File: src/rtl/avalon_arg_controller.sv
// Avalon-MM register block that launches one accelerator run, holds its arguments and captures results.
// Optional watchdog: define ARGCTL_TIMEOUT_EN to end a run after TIMEOUT_CYCLES without io_done.
module avalon_arg_controller #(
  parameter int ADDR_WIDTH     = 9,
  parameter int DATA_WIDTH     = 32,
  parameter int NUM_ARG_INS    = 2,
  parameter int NUM_ARG_OUTS   = 1,
  parameter int TIMEOUT_CYCLES = 1000000
) (
  input  logic                               clock,
  input  logic                               reset,
  input  logic [ADDR_WIDTH-1:0]              io_S_AVALON_address,
  input  logic                               io_S_AVALON_chipselect,
  input  logic                               io_S_AVALON_write,
  input  logic [DATA_WIDTH-1:0]              io_S_AVALON_writedata,
  input  logic                               io_S_AVALON_read,
  output logic [DATA_WIDTH-1:0]              io_S_AVALON_readdata,
  output logic                               io_enable,
  input  logic                               io_done,
  output logic [NUM_ARG_INS*DATA_WIDTH-1:0]  io_argIns,
  input  logic [NUM_ARG_OUTS*DATA_WIDTH-1:0] io_argOuts,
  output logic                               io_busy,
  output logic [1:0]                         debug_state
);

  // Bus handshake: there is no waitrequest, so every cycle with write=1 or
  // read=1 is one accepted transfer; read data appears exactly one cycle later.

  typedef enum logic [1:0] {
    IDLE = 2'd0,
    RUN  = 2'd1,
    DONE = 2'd2
  } state_t;

  localparam int ARGIN_BASE  = 2;
  localparam int ARGOUT_BASE = 2 + NUM_ARG_INS;
  localparam int CNT_ADDR    = 2 + NUM_ARG_INS + NUM_ARG_OUTS;

  state_t                state_q;
  state_t                state_d;
  logic                  latch_outs;
  logic                  done_q;
  logic                  timeout_q;
  logic                  timeout_hit;
  logic [DATA_WIDTH-1:0] cycle_cnt;
  logic [DATA_WIDTH-1:0] arg_in_q  [NUM_ARG_INS];
  logic [DATA_WIDTH-1:0] arg_out_q [NUM_ARG_OUTS];
  logic [DATA_WIDTH-1:0] rd_mux;

  logic cmd_wr;
  logic start;
  logic clear;
  logic unused_ok;

  assign unused_ok = &{1'b0, io_S_AVALON_chipselect};

  assign cmd_wr = io_S_AVALON_write && (io_S_AVALON_address == ADDR_WIDTH'(0));
  assign start  = cmd_wr && io_S_AVALON_writedata[0];
  assign clear  = cmd_wr && !io_S_AVALON_writedata[0];

`ifdef ARGCTL_TIMEOUT_EN
  assign timeout_hit = (state_q == RUN) && !io_done &&
                       (cycle_cnt >= DATA_WIDTH'(TIMEOUT_CYCLES));
`else
  assign timeout_hit = 1'b0;
`endif

  // io_done takes priority over both the watchdog and an abort write.
  always_comb begin
    state_d    = state_q;
    latch_outs = 1'b0;
    case (state_q)
      IDLE: if (start) state_d = RUN;
      RUN: begin
        if (io_done) begin
          state_d    = DONE;
          latch_outs = 1'b1;
        end else if (timeout_hit) begin
          state_d = DONE;
        end else if (clear) begin
          state_d = IDLE;
        end
      end
      DONE: if (clear) state_d = IDLE;
      default: state_d = IDLE;
    endcase
  end

  always_ff @(posedge clock or negedge reset) begin
    if (!reset) begin
      state_q <= IDLE;
    end else begin
      state_q <= state_d;
    end
  end

  always_ff @(posedge clock or negedge reset) begin
    if (!reset) begin
      done_q    <= 1'b0;
      cycle_cnt <= '0;
    end else begin
      if (state_q == IDLE && start) begin
        done_q    <= 1'b0;
        cycle_cnt <= '0;
      end else if (state_q == RUN && state_d == DONE) begin
        done_q <= 1'b1;
      end else if (state_q == RUN && state_d == RUN && cycle_cnt != '1) begin
        cycle_cnt <= cycle_cnt + 1'b1;
      end
    end
  end

`ifdef ARGCTL_TIMEOUT_EN
  always_ff @(posedge clock or negedge reset) begin
    if (!reset) begin
      timeout_q <= 1'b0;
    end else if (state_q == IDLE && start) begin
      timeout_q <= 1'b0;
    end else if (timeout_hit) begin
      timeout_q <= 1'b1;
    end
  end
`else
  assign timeout_q = 1'b0;
`endif

  // Arguments are frozen while the accelerator is running.
  always_ff @(posedge clock or negedge reset) begin
    if (!reset) begin
      for (int i = 0; i < NUM_ARG_INS; i++) arg_in_q[i] <= '0;
    end else if (io_S_AVALON_write && state_q != RUN) begin
      for (int i = 0; i < NUM_ARG_INS; i++) begin
        if (io_S_AVALON_address == ADDR_WIDTH'(ARGIN_BASE + i)) begin
          arg_in_q[i] <= io_S_AVALON_writedata;
        end
      end
    end
  end

  always_ff @(posedge clock or negedge reset) begin
    if (!reset) begin
      for (int i = 0; i < NUM_ARG_OUTS; i++) arg_out_q[i] <= '0;
    end else if (latch_outs) begin
      for (int i = 0; i < NUM_ARG_OUTS; i++) begin
        arg_out_q[i] <= io_argOuts[i*DATA_WIDTH +: DATA_WIDTH];
      end
    end
  end

  always_comb begin
    rd_mux = '0;
    if (io_S_AVALON_address == ADDR_WIDTH'(0)) begin
      rd_mux[0] = (state_q != IDLE);
    end else if (io_S_AVALON_address == ADDR_WIDTH'(1)) begin
      rd_mux[0] = done_q;
      rd_mux[1] = timeout_q;
      rd_mux[2] = (state_q == RUN);
    end else if (io_S_AVALON_address == ADDR_WIDTH'(CNT_ADDR)) begin
      rd_mux = cycle_cnt;
    end else begin
      for (int i = 0; i < NUM_ARG_INS; i++) begin
        if (io_S_AVALON_address == ADDR_WIDTH'(ARGIN_BASE + i)) rd_mux = arg_in_q[i];
      end
      for (int i = 0; i < NUM_ARG_OUTS; i++) begin
        if (io_S_AVALON_address == ADDR_WIDTH'(ARGOUT_BASE + i)) rd_mux = arg_out_q[i];
      end
    end
  end

  // Registered read uses pre-edge register values, so read-during-write sees old data.
  always_ff @(posedge clock or negedge reset) begin
    if (!reset) begin
      io_S_AVALON_readdata <= '0;
    end else if (io_S_AVALON_read) begin
      io_S_AVALON_readdata <= rd_mux;
    end
  end

  for (genvar g = 0; g < NUM_ARG_INS; g++) begin : g_argins
    assign io_argIns[g*DATA_WIDTH +: DATA_WIDTH] = arg_in_q[g];
  end

  assign io_enable   = (state_q == RUN);
  assign io_busy     = (state_q == RUN);
  assign debug_state = state_q;

endmodule

File: config.mk
export PLATFORM = sky130hd
export DESIGN_NAME = avalon_arg_controller
export DESIGN_NICKNAME = d
export VERILOG_FILES = /design/src/rtl/avalon_arg_controller.sv
export SDC_FILE = /design/constraint.sdc
export NUM_CORES = 1
export LEC_CHECK = 0
export BUFFER_PORTS_ARGS = -buffer_cell sky130_fd_sc_hd__buf_4
export CORE_MARGIN = 3
export CORE_UTILIZATION = 45
export CTS_CLUSTER_DIAMETER = 100
export CTS_CLUSTER_SIZE = 16
export DETAILED_ROUTE_END_ITERATION = 10
export MAX_ROUTING_LAYER = met4
export PLACE_DENSITY = 0.68
export SYNTH_ARGS = -nofsm -noshare
export SYNTH_HDL_FRONTEND = slang
export SYNTH_SLANG_ARGS = --single-unit
File: constraint.sdc
create_clock -name clock -period 2.4 [get_ports clock]
set_input_delay 0.12 -clock clock [delete_from_list [all_inputs] [get_ports clock]]
set_output_delay 0.12 -clock clock [all_outputs]
set_load 0.02 [all_outputs]
Word level (Yosys, flattened, before mapping)
Index checks and enable logic that the tools add are counted.

Add/sub/neg operators: 1. Equal/unequal tests: 12. Multiplexer cells: 19. Reduce and logical (&&, ||, !) cells: 17.

Operators by type and width (count): 32-bit two-way mux (7); 32-bit by 1-bit adder with 32-bit output, second input constant (1); 32-bit != test, second input constant (1); 31-bit two-way mux (1); 29-bit two-way mux (1); 9-bit by 2-bit equality test with 1-bit output, second input constant (2); 9-bit by 3-bit equality test with 1-bit output, second input constant (2); 9-bit by 1-bit equality test with 1-bit output, second input constant (1); 9-bit logical NOT (1); 1-bit logical AND (8); 2-bit two-way mux (3); 2-bit one-hot mux with 3 select lines (1); 2-bit AND reduction (3); 2-bit nonzero test (3); 1-bit two-way mux (5); 2-bit by 1-bit equality test with 1-bit output, second input constant (2); 2-bit equality test, second input constant (2); 3-bit two-way mux (1); 2-bit logical NOT (1); 2-bit by 1-bit != test with 1-bit output, second input constant (1); 2-bit != test, second input constant (1); 1-bit logical NOT (1).

Flip-flop bits (word level): 163. Bits of input ports: 79. Output and inout port bits: 100. Logic and storage cells: 56.

Logic depth before layout (Yosys ltp)
Word-level depth: 12. Gate-level depth with buffers: 8. Gate-level depth less buffers: 6.

Worst setup path before layout
OpenSTA, ideal clock, no wires.

Path kind: register -> register. Start point: register state_q[1] (netlist: debug_state[1]). End point: register cycle_cnt[24]. Setup time: 78 ps. Arrival time: 1842 ps. Data required time: 2322 ps. Path slack: 480 ps. Cell stages (with the launch flop): 6. Path buffers: 0. Period minus slack after synthesis: 1920 ps. Cell sequence: dfrtp_1 or3b_1 nor3_2 nand4_1 or3_1 a21oi_1.

Cells in the longest elaborated chain, start to end: 8. Elaborated cells between the ends (all ways): 17. Classes of those cells: eq/ne: 5; mux: 5; reduce/logical: 7.

RTL lines: from (decl) (line 39) `state_t state_q;`; from (signal assigned) (line 93) `state_q <= state_d;`; 2-bit two-way mux (line 80, 84); 2-bit two-way mux (line 75) `if (io_done) begin`; 2-bit one-hot mux with 3 select lines (line 72) `case (state_q)`; 2-bit by 1-bit equality test with 1-bit output (line 107) `end else if (state_q == RUN && state_d == RUN && cycle_cnt != '1) begin`; 1-bit logical AND (2 in a row) (line 107); 2-bit nonzero test (no line); 2-bit AND reduction (no line); to (signal assigned) (line 108) `cycle_cnt <= cycle_cnt + 1'b1;`; to (decl) (line 45) `logic [DATA_WIDTH-1:0] cycle_cnt;`.

Parallel ways exist; a longest one is shown, timed or not. A chain may end at the register's enable or synchronous reset.

Final worst setup path
Same ends and word-level chain as after synthesis.

==> flow_summary.toml <==
[cts]
cts_root_buf = "clkbuf_16"
post_cts_buffers = 0
clockBufferDepth = 2
cts_tree = "yes"
ctsResizeCount = 0
cts.clk_slew.worst_paths_ns = 0.06
worstSkewPairLatency_ns = 0.43
clock_sinks = 163
numCtsBuffers = 17
htreeDepth = 4

[placement]
portBuffers = 177
hpwl_um = 15700
gp_congestion = 0.871
pre_cts_ws_ns = 0.302

[finish]
layout_common_cells = "buf_4, dfrtp_1, mux2_2, dlygate4sd3_1, a21o_1"
drive_gt1_share_pct = 37.3
syn2layout_area_growth_pct = 38.0
fin_nets = 983
mostFrequentLayoutCell = "buf_4"
n_antenna_cell = 0
nFillCells = 1298

[synthesis]
ys.flop_type = "dfrtp_1"
syn_area_mm2 = 0.00771
ys_async_sr_fraction_pct = 100
synth_seq_cells = 163
ys.warnings.count = 0
syn-num-nets = 749
ys_seq_area_share_pct = 52.9
synth-edff-count = 0
syn_area_per_cell_um2 = 11.5
synth_cell_types = 46
syn_inst = 669

[hold_path]
min_from = "io_S_AVALON_write"
min_path_type = "in -> reg"

[routing]
drt-wirelength-per-cell_um = 20.4
first_pass_iters = 6
ant_nets = 0
drtIter0Drc = 528
routed-via-count = 6804
drc = 0
wl_um = 23100
routed_via_density = 5.99

[setup_path]
required_ns = 2.74
path_max_fanout = 10
arrival_ns = 2.51
worstSetupPathType = "reg -> reg"
startpoint = "debug_state[1]"
r2r_start = "debug_state[1]"
cp-end-kind = "register"
crit_path_start_kind = "register"

[floorplanning]
die_w_um = 137
core-area_mm2 = 0.0167
rows = 47
start_util_pct = 46.2
fp.dieH_um = 137
io_pins = 179
die_area_mm2 = 0.0187

[power_and_ir_drop]
fin_total_pwr_mw = 6.37
peakVddDrop_v = 0.000517
leakagePower_nw = 5.54
power_density_mw_per_mm2 = 598

[timing]
rsz0062_at_grt = "false"
fmax_ghz = 0.462
drv_slew = 0
fin_hold_ws_ns = 0.128
tns_ns = 0
finalHoldViolations = 0
fin_crit_ns = 2.17
finalCritPeriodShare_pct = 90.2
finalClockSkew_ns = 0.00729
slew_headroom_pct = 54.2
setup_viol = 0
fin_ws_ns = 0.235
tightest_slew_ns = 0.687

[global_routing]
grt_use_total_pct = 26.3
grt_max_degree = 73
grt_antenna_before_repair = 0
grt_pass1_wl_um = 37200
grt_pass1_vias = 6804
grt-ovfl-total = 0

[run]
max_cap_viol_count = 0

[outcome]
status = "finished clean"
-- timing repair --
action / in CTS / in global routing
hold buffers: 66 / 0
endpoints found under the hold margin: 167 / 0
setup endpoints to repair: 0 / 0
-- state kept, by name, summed over array words and instances (netlist names) --
name and flops:
arg_out_q 32, cycle_cnt 32, debug_state 2, done_q 1, io_S_AVALON_readdata 32, io_argIns 64
-- layout make-up --
class / count / area, um2 / area share (%)
tap: 220 / 275 / 2.59
clock inverter: 9 / 151 / 1.42
multi-input combinational: 449 / 3410 / 32.1
sequential: 163 / 4080 / 38.3
timing repair buffer: 264 / 2230 / 20.9
clock buffer: 23 / 468 / 4.40
inverter: 8 / 30.0 / 0.282
-- report_power, final --
part           internal, mW  total [mW]  switching (mW)  leakage (nW)
registers              2.83        2.89          0.0627          2.23
logic                 0.310       0.600           0.290          3.01
clock network          1.80        2.88            1.08         0.302
total                  4.93        6.37            1.43          5.54
-- routing by layer --
metal	global-route usage, %	part of all wire [%]	up-vias
li1	-	-	3034
met5	-	0	-
met2	40.2	49	271
met3	5.92	6.9	33
met4	6.93	1.7	0
met1	35.7	43	3466
-- stage by stage --
step	util, %	area (um2)	instances
2_1_floorplan	-	7710	669
3_3_place_gp	56.0	9360	1038
3_5_place_dp	56.0	9360	1038
4_1_cts	63.7	10600	1136
5_1_grt	63.7	10600	1136
6_report	63.7	10600	1136
-- synth_stat cells, types with 11 or more instances --
cell | number | share of area (%)
dfrtp_1 | 163 | 53
mux2_2 | 97 | 14
a21o_1 | 60 | 5.8
nor2_1 | 39 | 1.9
clkbuf_1 | 38 | 1.8
nor4_1 | 32 | 2.6
a222oi_1 | 30 | 3.9
nand2_1 | 26 | 1.3
a21oi_1 | 20 | 1.3
nand4_1 | 17 | 1.4
o21ai_0 | 17 | 1.1
or3_1 | 17 | 1.4
nand3_1 | 11 | 0.71
-- kinds of logic (layout without fill, tap and decap cells) --
group | Yosys count | after routing | synth area share (%)
adder cells (fa/ha/maj) | 1 | 1 | 0.162
flip-flops | 163 | 163 | 52.9
multiplexers | 102 | 102 | 14.8
AND/OR/NAND/NOR | 188 | 188 | 13.8
AO/OA/AOI/OAI | 158 | 158 | 15.2
buffers and inverters | 57 | 304 | 3.15
-- worst paths after layout --
| check | to | slack [ns] | cells past startpoint |
|---|---|---|---|
| min reg2reg | io_S_AVALON_readdata[2] | 0.49 | 2 |
| max reg2reg | cycle_cnt[24] | 0.23 | 5 |
| max in group asynchronous | io_S_AVALON_readdata[17] | 1.40 | 3 |
| min | debug_state[1] | 0.13 | 4 |
| max | cycle_cnt[24] | 0.23 | 5 |
| min in group asynchronous | io_argIns[34] | 0.28 | 2 |
-- critical path, cell delays in order (launching register included) --
cell	delay (ns)
dfrtp_1	0.43
or3b_1	0.46
nor3_2	0.28
nand4_1	0.33
or3_1	0.45
a21oi_1	0.14
(Power assumes the default switching activity.)
